<file path="src/rtl/vc_skid_pkg.sv">
// ---------------------------------------------------------------------------
// vc_skid_pkg
//   Shared definitions for the two-entry val/rdy skid register.
//   - VC_SKID_EMPTY / VC_SKID_BUSY / VC_SKID_FULL : 2-bit state encodings
//   - vc_skid_src_e : data source selected in front of the main register
//   - vc_skid_occupancy() : number of held entries for a state encoding
// ---------------------------------------------------------------------------
package vc_skid_pkg;

  localparam logic [1:0] VC_SKID_EMPTY = 2'd0;  // no entries
  localparam logic [1:0] VC_SKID_BUSY  = 2'd1;  // one entry, in main
  localparam logic [1:0] VC_SKID_FULL  = 2'd2;  // main is older, skid is newer

  // Which value gets written into the main register when it is enabled.
  typedef enum logic {
    VC_SKID_SRC_ENQ  = 1'b0,
    VC_SKID_SRC_SKID = 1'b1
  } vc_skid_src_e;

  // Entries held for a given state; the illegal encoding counts as empty.
  function automatic logic [1:0] vc_skid_occupancy(input logic [1:0] state);
    logic [1:0] n;
    n = 2'd0;
    case (state)
      VC_SKID_BUSY: n = 2'd1;
      VC_SKID_FULL: n = 2'd2;
      default:      n = 2'd0;
    endcase
    return n;
  endfunction

endpackage

</file>
<file path="src/rtl/vc_skid_reg_enreg.sv">
// ---------------------------------------------------------------------------
// vc_EnReg
//   Plain enable register, no reset. Holds its value unless en is high.
//   Ports:
//     clk  in           clock
//     en   in           load enable
//     d    in  [p_nbits] data in
//     q    out [p_nbits] registered data
// ---------------------------------------------------------------------------
module vc_EnReg #(
  parameter int unsigned p_nbits = 1
) (
  input  logic               clk,
  input  logic               en,
  input  logic [p_nbits-1:0] d,
  output logic [p_nbits-1:0] q
);

  logic [p_nbits-1:0] data_q;
  logic [p_nbits-1:0] data_d;

  always_comb begin
    data_d = data_q;
    if (en) begin
      data_d = d;
    end
  end

  always_ff @(posedge clk) begin
    data_q <= data_d;
  end

  assign q = data_q;

endmodule

</file>
<file path="src/rtl/vc_skid_reg_resetreg.sv">
// ---------------------------------------------------------------------------
// vc_ResetReg
//   Register loaded every cycle, forced to p_reset_value by a synchronous,
//   active-high reset.
//   Ports:
//     clk    in            clock
//     reset  in            synchronous reset, active high
//     d      in  [p_nbits] next value
//     q      out [p_nbits] registered value
// ---------------------------------------------------------------------------
module vc_ResetReg #(
  parameter int unsigned          p_nbits       = 1,
  parameter logic [p_nbits-1:0]   p_reset_value = '0
) (
  input  logic               clk,
  input  logic               reset,
  input  logic [p_nbits-1:0] d,
  output logic [p_nbits-1:0] q
);

  logic [p_nbits-1:0] data_q;
  logic [p_nbits-1:0] data_d;

  always_comb begin
    data_d = d;
    if (reset) begin
      data_d = p_reset_value;
    end
  end

  always_ff @(posedge clk) begin
    data_q <= data_d;
  end

  assign q = data_q;

endmodule

</file>
<file path="src/rtl/vc_skid_reg.sv">
// ---------------------------------------------------------------------------
// vc_skid_reg
//   Two-entry, fully registered val/rdy pipeline stage. Carries messages
//   forward in strict FIFO order and cuts the combinational ready path:
//   deq_val, deq_msg and enq_rdy depend only on flops (and reset).
//
//   Ports:
//     clk      in            clock, rising edge
//     reset    in            synchronous reset, active high
//     enq_val  in            upstream message valid
//     enq_rdy  out           stage can accept a message this cycle
//     enq_msg  in  [p_nbits] upstream message
//     deq_val  out           message presented downstream
//     deq_rdy  in            downstream accepts this cycle
//     deq_msg  out [p_nbits] downstream message (the main register)
//
//   Optional build macro: VC_SKID_ASSERT_EN
//     When defined, simulation assertions check for X on enq_val/deq_rdy
//     outside reset, an enq fire while FULL, and the illegal state 2'd3.
//     When undefined no assertion logic is compiled.
// ---------------------------------------------------------------------------
module vc_skid_reg
  import vc_skid_pkg::*;
#(
  parameter int unsigned p_nbits = 1
) (
  input  logic               clk,
  input  logic               reset,
  input  logic               enq_val,
  output logic               enq_rdy,
  input  logic [p_nbits-1:0] enq_msg,
  output logic               deq_val,
  input  logic               deq_rdy,
  output logic [p_nbits-1:0] deq_msg
);

  logic [1:0]         state_q;
  logic [1:0]         state_d;
  logic [p_nbits-1:0] main_q;
  logic [p_nbits-1:0] main_d;
  logic [p_nbits-1:0] skid_q;
  logic               main_en;
  logic               skid_en;
  vc_skid_src_e       main_src;
  logic               enq_fire;
  logic               deq_fire;

  // Output decode uses only the state flop and reset, never enq_val/deq_rdy.
  assign deq_val  = (state_q != VC_SKID_EMPTY);
  assign enq_rdy  = (state_q != VC_SKID_FULL) & ~reset;
  assign deq_msg  = main_q;

  assign enq_fire = enq_val & enq_rdy;
  assign deq_fire = deq_val & deq_rdy;

  // Next-state and register-enable logic.
  always_comb begin
    state_d  = state_q;
    main_en  = 1'b0;
    skid_en  = 1'b0;
    main_src = VC_SKID_SRC_ENQ;
    case (state_q)
      VC_SKID_EMPTY: begin
        if (enq_fire) begin
          state_d = VC_SKID_BUSY;
          main_en = 1'b1;
        end
      end
      VC_SKID_BUSY: begin
        if (enq_fire && deq_fire) begin
          // Pass-through: the outgoing entry is replaced in place.
          main_en = 1'b1;
        end else if (enq_fire) begin
          // Downstream stalled: park the newer entry in skid.
          state_d = VC_SKID_FULL;
          skid_en = 1'b1;
        end else if (deq_fire) begin
          state_d = VC_SKID_EMPTY;
        end
      end
      VC_SKID_FULL: begin
        // enq_rdy is low here, so only the drain path exists.
        if (deq_fire) begin
          state_d  = VC_SKID_BUSY;
          main_en  = 1'b1;
          main_src = VC_SKID_SRC_SKID;
        end
      end
      default: begin
        // Illegal encoding recovers to EMPTY.
        state_d = VC_SKID_EMPTY;
      end
    endcase
  end

  // Data source mux in front of the main register.
  always_comb begin
    main_d = enq_msg;
    if (main_src == VC_SKID_SRC_SKID) begin
      main_d = skid_q;
    end
  end

  vc_ResetReg #(
    .p_nbits       (2),
    .p_reset_value (VC_SKID_EMPTY)
  ) state_reg (
    .clk   (clk),
    .reset (reset),
    .d     (state_d),
    .q     (state_q)
  );

  vc_EnReg #(
    .p_nbits (p_nbits)
  ) main (
    .clk (clk),
    .en  (main_en),
    .d   (main_d),
    .q   (main_q)
  );

  vc_EnReg #(
    .p_nbits (p_nbits)
  ) skid (
    .clk (clk),
    .en  (skid_en),
    .d   (enq_msg),
    .q   (skid_q)
  );

`ifdef VC_SKID_ASSERT_EN
`ifndef VC_ASSERT_NOT_X
`define VC_ASSERT_NOT_X(sig) assert (!$isunknown(sig)) else $error("vc_skid_reg: X on sig")
`endif
  always_ff @(posedge clk) begin
    if (!reset) begin
      `VC_ASSERT_NOT_X(enq_val);
      `VC_ASSERT_NOT_X(deq_rdy);
      assert (!(enq_fire && (state_q == VC_SKID_FULL)))
        else $error("vc_skid_reg: enq fire while full");
      assert (state_q != 2'd3)
        else $error("vc_skid_reg: illegal state encoding");
      assert (vc_skid_occupancy(state_q) <= 2'd2)
        else $error("vc_skid_reg: occupancy out of range");
    end
  end
`endif

endmodule

</file>
<file path="config.mk">
export PLATFORM = sky130hd
export DESIGN_NAME = vc_skid_reg
export DESIGN_NICKNAME = d
export VERILOG_FILES = /design/src/rtl/vc_skid_pkg.sv /design/src/rtl/vc_skid_reg_enreg.sv /design/src/rtl/vc_skid_reg_resetreg.sv /design/src/rtl/vc_skid_reg.sv
export SDC_FILE = /design/constraint.sdc
export NUM_CORES = 1
export LEC_CHECK = 0
export ABC_AREA = 1
export ABC_CLOCK_PERIOD_IN_PS = 1400
export BUFFER_PORTS_ARGS = -buffer_cell sky130_fd_sc_hd__buf_2
export CAP_MARGIN = 20
export CORE_AREA = 2 2 39 41
export DETAILED_ROUTE_END_ITERATION = 10
export DIE_AREA = 0 0 41 43
export GPL_ROUTABILITY_DRIVEN = 0
export PLACE_DENSITY_LB_ADDON = 0.05
export SETUP_SLACK_MARGIN = 0.2
export SLEW_MARGIN = 20
export SYNTH_ARGS = -nofsm -noshare
export SYNTH_HDL_FRONTEND = slang
export SYNTH_SLANG_ARGS = --single-unit
</file>
<file path="constraint.sdc">
create_clock -name clk -period 1.4 [get_ports clk]
set_input_delay 0.07 -clock clk [delete_from_list [all_inputs] [get_ports clk]]
set_output_delay 0.07 -clock clk [all_outputs]
set_load 0.005 [all_outputs]
</file>
### Word-level counts from Yosys, hierarchy flattened

Cells that the tools add are included.

| word-level totals | value |
|---|---|
| word-level logic and storage cells | 32 |
| register bits after elaboration | 4 |

| cells by class | value |
|---|---|
| equal/unequal tests | 7 |
| bitwise operators | 4 |
| reductions and logical operators | 4 |
| muxes and demuxes | 14 |

Operators by type and width:

| kind | count |
|---|---|
| $mux 2 | 5 |
| $ne 2x2->1 const B | 4 |
| $mux 1 | 7 |
| $pmux 2 s3 | 1 |
| $reduce_and 4->1 | 1 |
| $and 1x1->1 | 3 |
| $ne 3x3->1 const B | 1 |
| $pmux 1 s3 | 1 |
| $eq 2x1->1 const B | 1 |
| $eq 2x2->1 const B | 1 |
| $logic_not 2->1 | 1 |
| $reduce_bool 2->1 | 1 |
| $logic_and 1x1->1 | 1 |
| $not 1->1 | 1 |

### Depth between registers and ports, before layout

Gate-level depths: netlist of the first run.

| depth | value |
|---|---|
| word-level depth | 6 |
| depth in mapped cells | 6 |
| mapped depth without buffers | 6 |

### Modules after synthesis

Synthesis of the first run repeated with hierarchy kept, for this count alone.

| unflattened totals | value |
|---|---|
| cells, all modules | 35 |
| area total of the unflattened synthesis | 236.5 um^2 |

Modules (own cells, without submodules):

| module | sequential area each (um^2) | cells each | times used | area each (um^2) |
|---|---|---|---|---|
| vc_skid_reg | 0.0 | 27 | 1 | 121.4 |
| vc_EnReg | 30.0 | 1 | 2 | 30.0 |
| vc_ResetReg | 40.0 | 6 | 1 | 55.1 |

### Worst setup path before layout of the first run

OpenSTA, ideal clock, no wires.

| timing path | value |
|---|---|
| path kind | register to register |
| start point | register state_reg.data_q[0], in the netlist state_reg.q[0] |
| end point | register main.data_q, in the netlist main.q (enable) |
| buffers on the path | 0 |
| arrival time | 699 ps |
| setup time | 303 ps |
| cell stages (with the launch flop) | 5 |
| period minus slack after synthesis | 1001 ps |
| setup slack | 399 ps |
| path through | dfxtp_1 inv_2 nand2_2 nand4_2 o21ai_1 |

| between the ends | value |
|---|---|
| word-level cells in the longest chain between the ends | 6 |

RTL lines:

| element | RTL line | text |
|---|---|---|
| start: declaration | vc_skid_reg_resetreg.sv:21 | `logic [p_nbits-1:0] data_q;` |
| start signal: assignment | vc_skid_reg_resetreg.sv:32 | `data_q <= data_d;` |
| $ne 2x2->1 | vc_skid_reg.sv:50 | `assign enq_rdy = (state_q != VC_SKID_FULL) & ~reset;` |
| $and 1x1->1 | vc_skid_reg.sv:50 |  |
| $and 1x1->1 | vc_skid_reg.sv:53 | `assign enq_fire = enq_val & enq_rdy;` |
| $logic_and 1x1->1 | vc_skid_reg.sv:70 | `if (enq_fire && deq_fire) begin` |
| $mux 1 | vc_skid_reg.sv:70 |  |
| $pmux 1 s3 * | vc_skid_reg.sv:62 | `case (state_q)` |
| named net main.en | vc_skid_reg_enreg.sv:14 | `input logic en,` |
| end signal: assignment | vc_skid_reg_enreg.sv:30 | `data_q <= data_d;` |
| end: declaration | vc_skid_reg_enreg.sv:19 | `logic [p_nbits-1:0] data_q;` |

The timed path passes the listed nets; every way through them passes the cells marked *.
A chain may end at the register's enable or synchronous reset.

### Worst setup path after layout of the first run

| timing path | value |
|---|---|
| start point | register state_reg.data_q[1], in the netlist state_reg.q[1] |
| end point | output port enq_rdy |

| between the ends | value |
|---|---|
| word-level cells in the longest chain between the ends | 2 |

RTL lines:

| element | RTL line | text |
|---|---|---|
| $ne 2x2->1 | vc_skid_reg.sv:50 |  |
| $and 1x1->1 | vc_skid_reg.sv:50 |  |
| end: declaration | vc_skid_reg.sv:30 | `output logic enq_rdy,` |

No other way between the ends.

==> results by group, run 1 <==
Status
  – Status: completed

Critical path
  – CP Depth: 4
  – CP Class: reg -> out
  – Req. time, crit path: 1.33 ns
  – Critical Path End Type: output pin
  – CP delay by family, top: flip-flops
  – Crit path cell chain: nand2_2 -> inv_1 -> nor2_1 -> buf_2
  – Worst R2R Path Depth: 4
  – CP Launch Type: flip-flop
  – R2R setup slack: 0.37 ns
  – Worst path slowest cell: dfxtp_1
  – Arrival @ worst endpoint: 0.98 ns
  – Critical path peak fanout: 4
  – Crit path buf inv count: 2
  – Worst path max stage delay: 0.40 ns

Finish
  – FF/Latch Area: 101 um2
  – Fin cells: 59
  – Synth-to-Final Area Change: 35.1%
  – Share of cells above drive strength 1: 39.5%
  – Filler Cells Inserted: 169
  – Final core occ: 23.0%
  – Multi-input logic area: 113 um2
  – Layout Nets: 49
  – Ant. Diodes: 0

Yosys
  – Syn Nets: 37
  – Mapped Area: 235 um2
  – Commonest cells post-synth: 8 x nand2_1, 4 x inv_1, 4 x nand3_1, 3 x nor2_1
  – Ranking of synthesized cells by area: edfxtp_1 26%, dfxtp_1 17%, nand2_1 13%, nand3_1 8.5%, inv_1 6.4%
  – Avg Cell Area, Syn: 7.35 um2
  – Count leader, synth: nand2_1
  – Ys flop type: edfxtp_1
  – YS warnings: 0
  – Sequential cell area fraction in the yosys report: 42.6%
  – Synth async-reset ratio: 0%
  – Post-Syn Instances: 32
  – Area leader, netlist: edfxtp_1
  – Flops & latches, synth: 4
  – Yosys cell types: 13
  – Yosys top cell area share: 25.5%
  – Post-synth EDFFs: 2

Power
  – Pwr Density: 1050 nW/um2
  – Internal power: 0.255 mW
  – Switching share of power: 23.7%
  – Pleak: 0.158 nW
  – Power share of the combinational group: 13.2%
  – Clock network power share: 46.9%
  – Net switching power figure: 0.0791 mW
  – Seq pwr share: 39.9%
  – Highest ir drop seen on vdd: 506 uV

Clock network
  – Post-CTS Setup Bufs: 0
  – Clk buf depth: 2
  – Clk slew on worst S/H paths: 0.04 ns
  – Clock latency on the worst-skew pair: 0.24 ns
  – CTS Buf Count: 3
  – CTS Root Buffer Type: clkbuf_4
  – CTS tree: built
  – Clk sink count: 4
  – CTS H-tree lvls: 1

Global route
  – Initial antenna violation count: 0
  – Total grt overflow: 0
  – Pin count of the biggest net entering global routing: 7
  – First-pass GRT wire length: 986 um
  – Gr usage total: 8.85%
  – Number of global-route vias before repair: 246

Die
  – Starting density of the core: 17.0%
  – Die Width: 41 um
  – Core Rows: 14
  – I/O Pins: 8
  – Core area: 1380 um2
  – Die H: 43 um
  – Die ar.: 1760 um2

STA
  – Peak Freq: 949 MHz
  – Slew headroom: 87.8%
  – RSZ-0062 raised after global routing: false
  – Final Max Tran Viols: 0
  – Fin crit period: 1.05 ns
  – Worst-margin pin slew: 0.183 ns
  – Total Neg Setup Slack: 0 ns
  – Number of setup violations in the final report: 0
  – Hold Vio Cnt, Final: 0
  – Period utilization: 75.3%
  – Final Skew: 0.0117 ns

Routing
  – Post-route ant nets: 0
  – Detailed Routing Iterations Pass 1: 3
  – Avg Vias per Cell: 4.08
  – Final WL: 545 um
  – Via count: 241
  – # DRC: 0
  – Routed len/inst: 9.24 um
  – Initial DRC Count: 2

Placement
  – HPWL after detailed placement: 457 um
  – IO Port Bufs: 7
  – Placed Cells: 55

Job
  – Max_cap viols: 0

Worst hold path
  – WHS Path Cells: 1
  – Hold Crit Class: in -> reg
-- flip-flops by register name, indices dropped and copies added, names as in the netlist --
name / cells
state_reg.q: 2
main.q: 1
skid.q: 1
-- final timing paths --
path,from,endpoint
setup reg to reg,state_reg.q[1],main.q
setup / recovery,state_reg.q[1],enq_rdy
hold reg to reg,state_reg.q[0],state_reg.q[1]
hold / removal,enq_msg,skid.q
-- metrics by stage --
step | hold slack [ns] | power [mW] | setup WS [ns] | instance area, um2
finish | 0.0207 | 0.334 | 0.346 | 318
global route | 0.00806 | 0.363 | 0.236 | 318
CTS | 0.0103 | 0.347 | 0.277 | 317
detailed placement | 0.268 | 0.180 | 0.302 | 290
global placement | 0.264 | 0.181 | 0.308 | 290
floorplan | 0.169 | 0.160 | 0.399 | 235
-- cells in the final DEF (no fill, tap or decap), types with 2 or more instances in the layout --
cell and n:
inv_2 2, clkbuf_4 3, nand2_1 8, buf_2 7
inv_1 4, nand3_1 4, o21ai_1 2, nor2_1 3
edfxtp_1 2
-- cell families (layout without fill, tap and decap cells) --
family / count (synthesis) / count (layout) / synth area share [%]
and+or+nand+nor: 18 / 18 / 36.7
DFF: 4 / 4 / 42.6
buffers and inverters: 6 / 17 / 9.57
AOI/OAI and AO/OA: 4 / 4 / 11.2
-- cell type report --
cell class	instances	area share (%)
flip-flops and latches	4	31.9
multi-input cells	22	35.4
well taps	16	6.30
inverters	6	7.09
clock buffers	4	8.27
repair buffers	7	11.0
-- power groups by stage --
| stage | Sequential, mW | Clock [mW] | Combinational (mW) |
|---|---|---|---|
| floorplan | 0.134 | 0 | 0.0262 |
| global placement | 0.135 | 0 | 0.0457 |
| detailed placement | 0.135 | 0 | 0.0454 |
| CTS | 0.133 | 0.168 | 0.0456 |
| global route | 0.134 | 0.177 | 0.0524 |
| finish | 0.133 | 0.157 | 0.0442 |
-- routing by layer --
metal	up-vias	track usage (%)	routed length (um)
met2	9	13.4	278
met3	0	7.85	41
li1	126	-	-
met5	-	0	0
met4	0	2.00	0
met1	106	8.74	225
-- repair_timing --
item                       CTS  global route
hold buffers                 0             0
setup endpoints to repair    0             1
gates resized for setup      0             1
Power figures use the tool's default switching activity.
==> run 2, diff against run 1 <==
--- a/config.mk
+++ b/config.mk
@@ -5,8 +5,8 @@
 export SDC_FILE = /design/constraint.sdc
 export NUM_CORES = 1
 export LEC_CHECK = 0
-export ABC_AREA = 1
-export ABC_CLOCK_PERIOD_IN_PS = 1400
+export ABC_AREA = 0
+export ABC_CLOCK_PERIOD_IN_PS = 1100
 export BUFFER_PORTS_ARGS = -buffer_cell sky130_fd_sc_hd__buf_2
 export CAP_MARGIN = 20
 export CORE_AREA = 2 2 39 41
==> constraint.sdc (replaced) <==
create_clock -name clk -period 1.1 [get_ports clk]
set_input_delay 0.055 -clock clk [delete_from_list [all_inputs] [get_ports clk]]
set_output_delay 0.055 -clock clk [all_outputs]
set_load 0.005 [all_outputs]
==> run 2 against run 1 <==
Effect of this change:
- the flow now finishes with violations (negative setup slack)
- die area unchanged
- critical path depth decreased by 1
- core utilization increased by 4.0 points
- first-iteration DRC count increased by 100%
- sequential share of layout area decreased by 4.4 points
- cell area increased by 17%
- critical endpoint is now main.q
==> results by group, run 2 <==
Critical path
  – Req. time, crit path: 1.09 ns
  – Arrival @ worst endpoint: 1.14 ns
  – Critical Path End Type: flip-flop
  – R2r startpoint: state_reg.q[0]
  – CP Launch Type: flip-flop
  – CP delay by family, top: flip-flops
  – Reg2reg end: main.q
  – Crit path buf inv count: 0
  – R2R setup slack: -0.05 ns
  – Worst path max stage delay: 0.31 ns
  – CP Class: reg -> reg
  – CP Depth: 3
  – Worst path slowest cell: dfxtp_2
  – Crit path cell chain: and2b_2 -> nand2_2 -> mux2_4
  – Worst R2R Path Depth: 3
  – Critical path peak fanout: 2

Clock network
  – Clk slew on worst S/H paths: 0.04 ns
  – CTS tree: built
  – Clk sink count: 4
  – Clk buf depth: 2
  – CTS Root Buffer Type: clkbuf_4
  – CTS Buf Count: 3
  – CTS H-tree lvls: 1
  – Clock latency on the worst-skew pair: 0.24 ns

Status
  – Status: finished with violations
  – Failing checks: negative setup slack

Placement
  – Placed Cells: 50
  – HPWL after detailed placement: 395 um
  – DP Area: 304 um2
  – IO Port Bufs: 7
  – Worst slack, placed: -0.0518 ns

Yosys
  – XOR/XNOR share of the synthesized area: 0%
  – Area leader, netlist: edfxtp_1
  – Adder-cell share of the synthesized area: 0%
  – Post-Syn Instances: 22
  – Flops & latches, synth: 4
  – Sequential cell area fraction in the yosys report: 47.9%
  – Multiplexer area fraction after synthesis: 7.19%
  – YS warnings: 0
  – Mapped Area: 209 um2
  – Avg Cell Area, Syn: 9.50 um2
  – Yosys top cell area share: 28.7%
  – Yosys cell types: 16
  – Ranking of synthesized cells by area: edfxtp_1 29%, dfxtp_1 19%, mux2_4 7.2%, nor2b_1 6.0%, and2b_2 4.2%
  – Post-synthesis compound-gate area fraction: 12.6%
  – Syn Nets: 27
  – Synth async-reset ratio: 0%
  – Post-synth EDFFs: 2
  – Simple-gate portion of the synthesized area: 28.7%
  – Ys flop type: edfxtp_1
  – Main combinational cell family by area after synthesis: simple AND/OR/NAND/NOR gates

Power
  – Pwr Density: 1180 nW/um2
  – Pleak: 0.157 nW
  – Power, Total: 0.439 mW
  – Highest ir drop seen on vdd: 411 uV

Global route
  – Pin count of the biggest net entering global routing: 6
  – Total grt overflow: 0
  – Gr usage total: 7.64%
  – Number of global-route vias before repair: 225
  – First-pass GRT wire length: 834 um
  – Initial antenna violation count: 0

Routing
  – Via count: 218
  – Post-route ant nets: 0
  – Avg Vias per Cell: 3.96
  – # DRC: 0
  – Detailed Routing Iterations Pass 1: 2
  – Routed len/inst: 9.42 um
  – Initial DRC Count: 4
  – Final WL: 518 um

Finish
  – Filler Cells Inserted: 159
  – Largest register FFs: 2
  – Finished Cell Area: 373 um2
  – Final core occ: 26.9%
  – Fin cells: 55
  – Share of cells above drive strength 1: 66.7%
  – Synth-to-Final Area Change: 78.4%
  – Commonest non-fill, non-tap cell in the layout: buf_2
  – Commonest cells after routing, fill and taps aside: 7 x buf_2, 4 x buf_4, 3 x clkbuf_4
  – Layout Nets: 45
  – Ant. Diodes: 0

Die
  – Die Width: 41 um
  – Core area: 1380 um2
  – Die ar.: 1760 um2
  – Core Rows: 14
  – Die H: 43 um
  – Starting density of the core: 15.1%
  – I/O Pins: 8

STA
  – Worst-margin pin slew: 0.274 ns
  – Slack of the critical path: -0.0548 ns
  – Total Neg Setup Slack: -0.0858 ns
  – Final Skew: 0.00896 ns
  – Period utilization: 105%
  – Final hold slack: 0.0545 ns
  – Final Max Tran Viols: 0
  – Fin crit period: 1.15 ns
  – RSZ-0062 raised after global routing: true
  – Hold Vio Cnt, Final: 0
  – Peak Freq: 866 MHz
  – Slew headroom: 81.6%
  – Number of setup violations in the final report: 3

Worst hold path
  – HP Start: reset
  – WHS Path Cells: 2
  – Hold path endpoint: state_reg.q[0]
  – Hold Crit Class: in -> reg

Job
  – Max_cap viols: 0
==> run 2: layer usage <==
layer / track usage, % / share of wire, % / up-vias
met1: 8.06 / 43 / 99
met3: 1.57 / 7.3 / 0
met5: 0 / 0 / -
li1: - / - / 112
met4: 10.0 / 0 / 0
met2: 10.3 / 50 / 7
==> run 2: cell type report <==
class | instances | area (um2) | share of cell area, %
clock buffer | 4 | 26.3 | 7.05
tap | 16 | 20.0 | 5.37
sequential | 4 | 103 | 27.5
multi-input combinational | 16 | 128 | 34.2
inverter | 2 | 10.0 | 2.68
timing repair buffer | 13 | 86.3 | 23.2
==> run 2: worst reg2reg max path, delay by kind of cell (launching register included) <==
| kind | cells | cell delay [ns] |
|---|---|---|
| AND/OR/NAND/NOR | 2 | 0.31 |
| flip-flops | 1 | 0.31 |
| multiplexers | 1 | 0.29 |
==> run 2: what timing repair did <==
action / 4_1_cts / 5_1_grt
resized for setup: 5 / 3
hold buffers: 1 / 0
pin swaps: 3 / 2
setup endpoints to repair: 7 / 7
endpoints found under the hold margin: 1 / 0
buffers inserted: 0 / 0
==> run 2: cell families (layout without fill, tap and decap cells) <==
kind of cell / Yosys count / in the layout
AOI/OAI and AO/OA: 4 / 4
buffers and inverters: 2 / 19
DFF: 4 / 4
muxes: 1 / 1
and+or+nand+nor: 11 / 11
==> run 2: worst max path at each step <==
| stage | slack, ns | to | from |
|---|---|---|---|
| 2_1_floorplan | -0.06 | main.q | state_reg.q[0] |
| 3_3_place_gp | -0.04 | main.q | state_reg.q[0] |
| 3_5_place_dp | -0.05 | main.q | state_reg.q[0] |
| 4_1_cts | -0.06 | main.q | state_reg.q[0] |
| 5_1_grt | -0.07 | main.q | state_reg.q[0] |
| 6_report | -0.05 | main.q | state_reg.q[0] |
==> run 2: report_power, final <==
group / switching, mW / total, mW / leakage (nW) / internal, mW
clock network: 0.0644 / 0.201 / 0.0150 / 0.136
logic: 0.0344 / 0.0720 / 0.106 / 0.0376
registers: 0.00186 / 0.166 / 0.0356 / 0.164
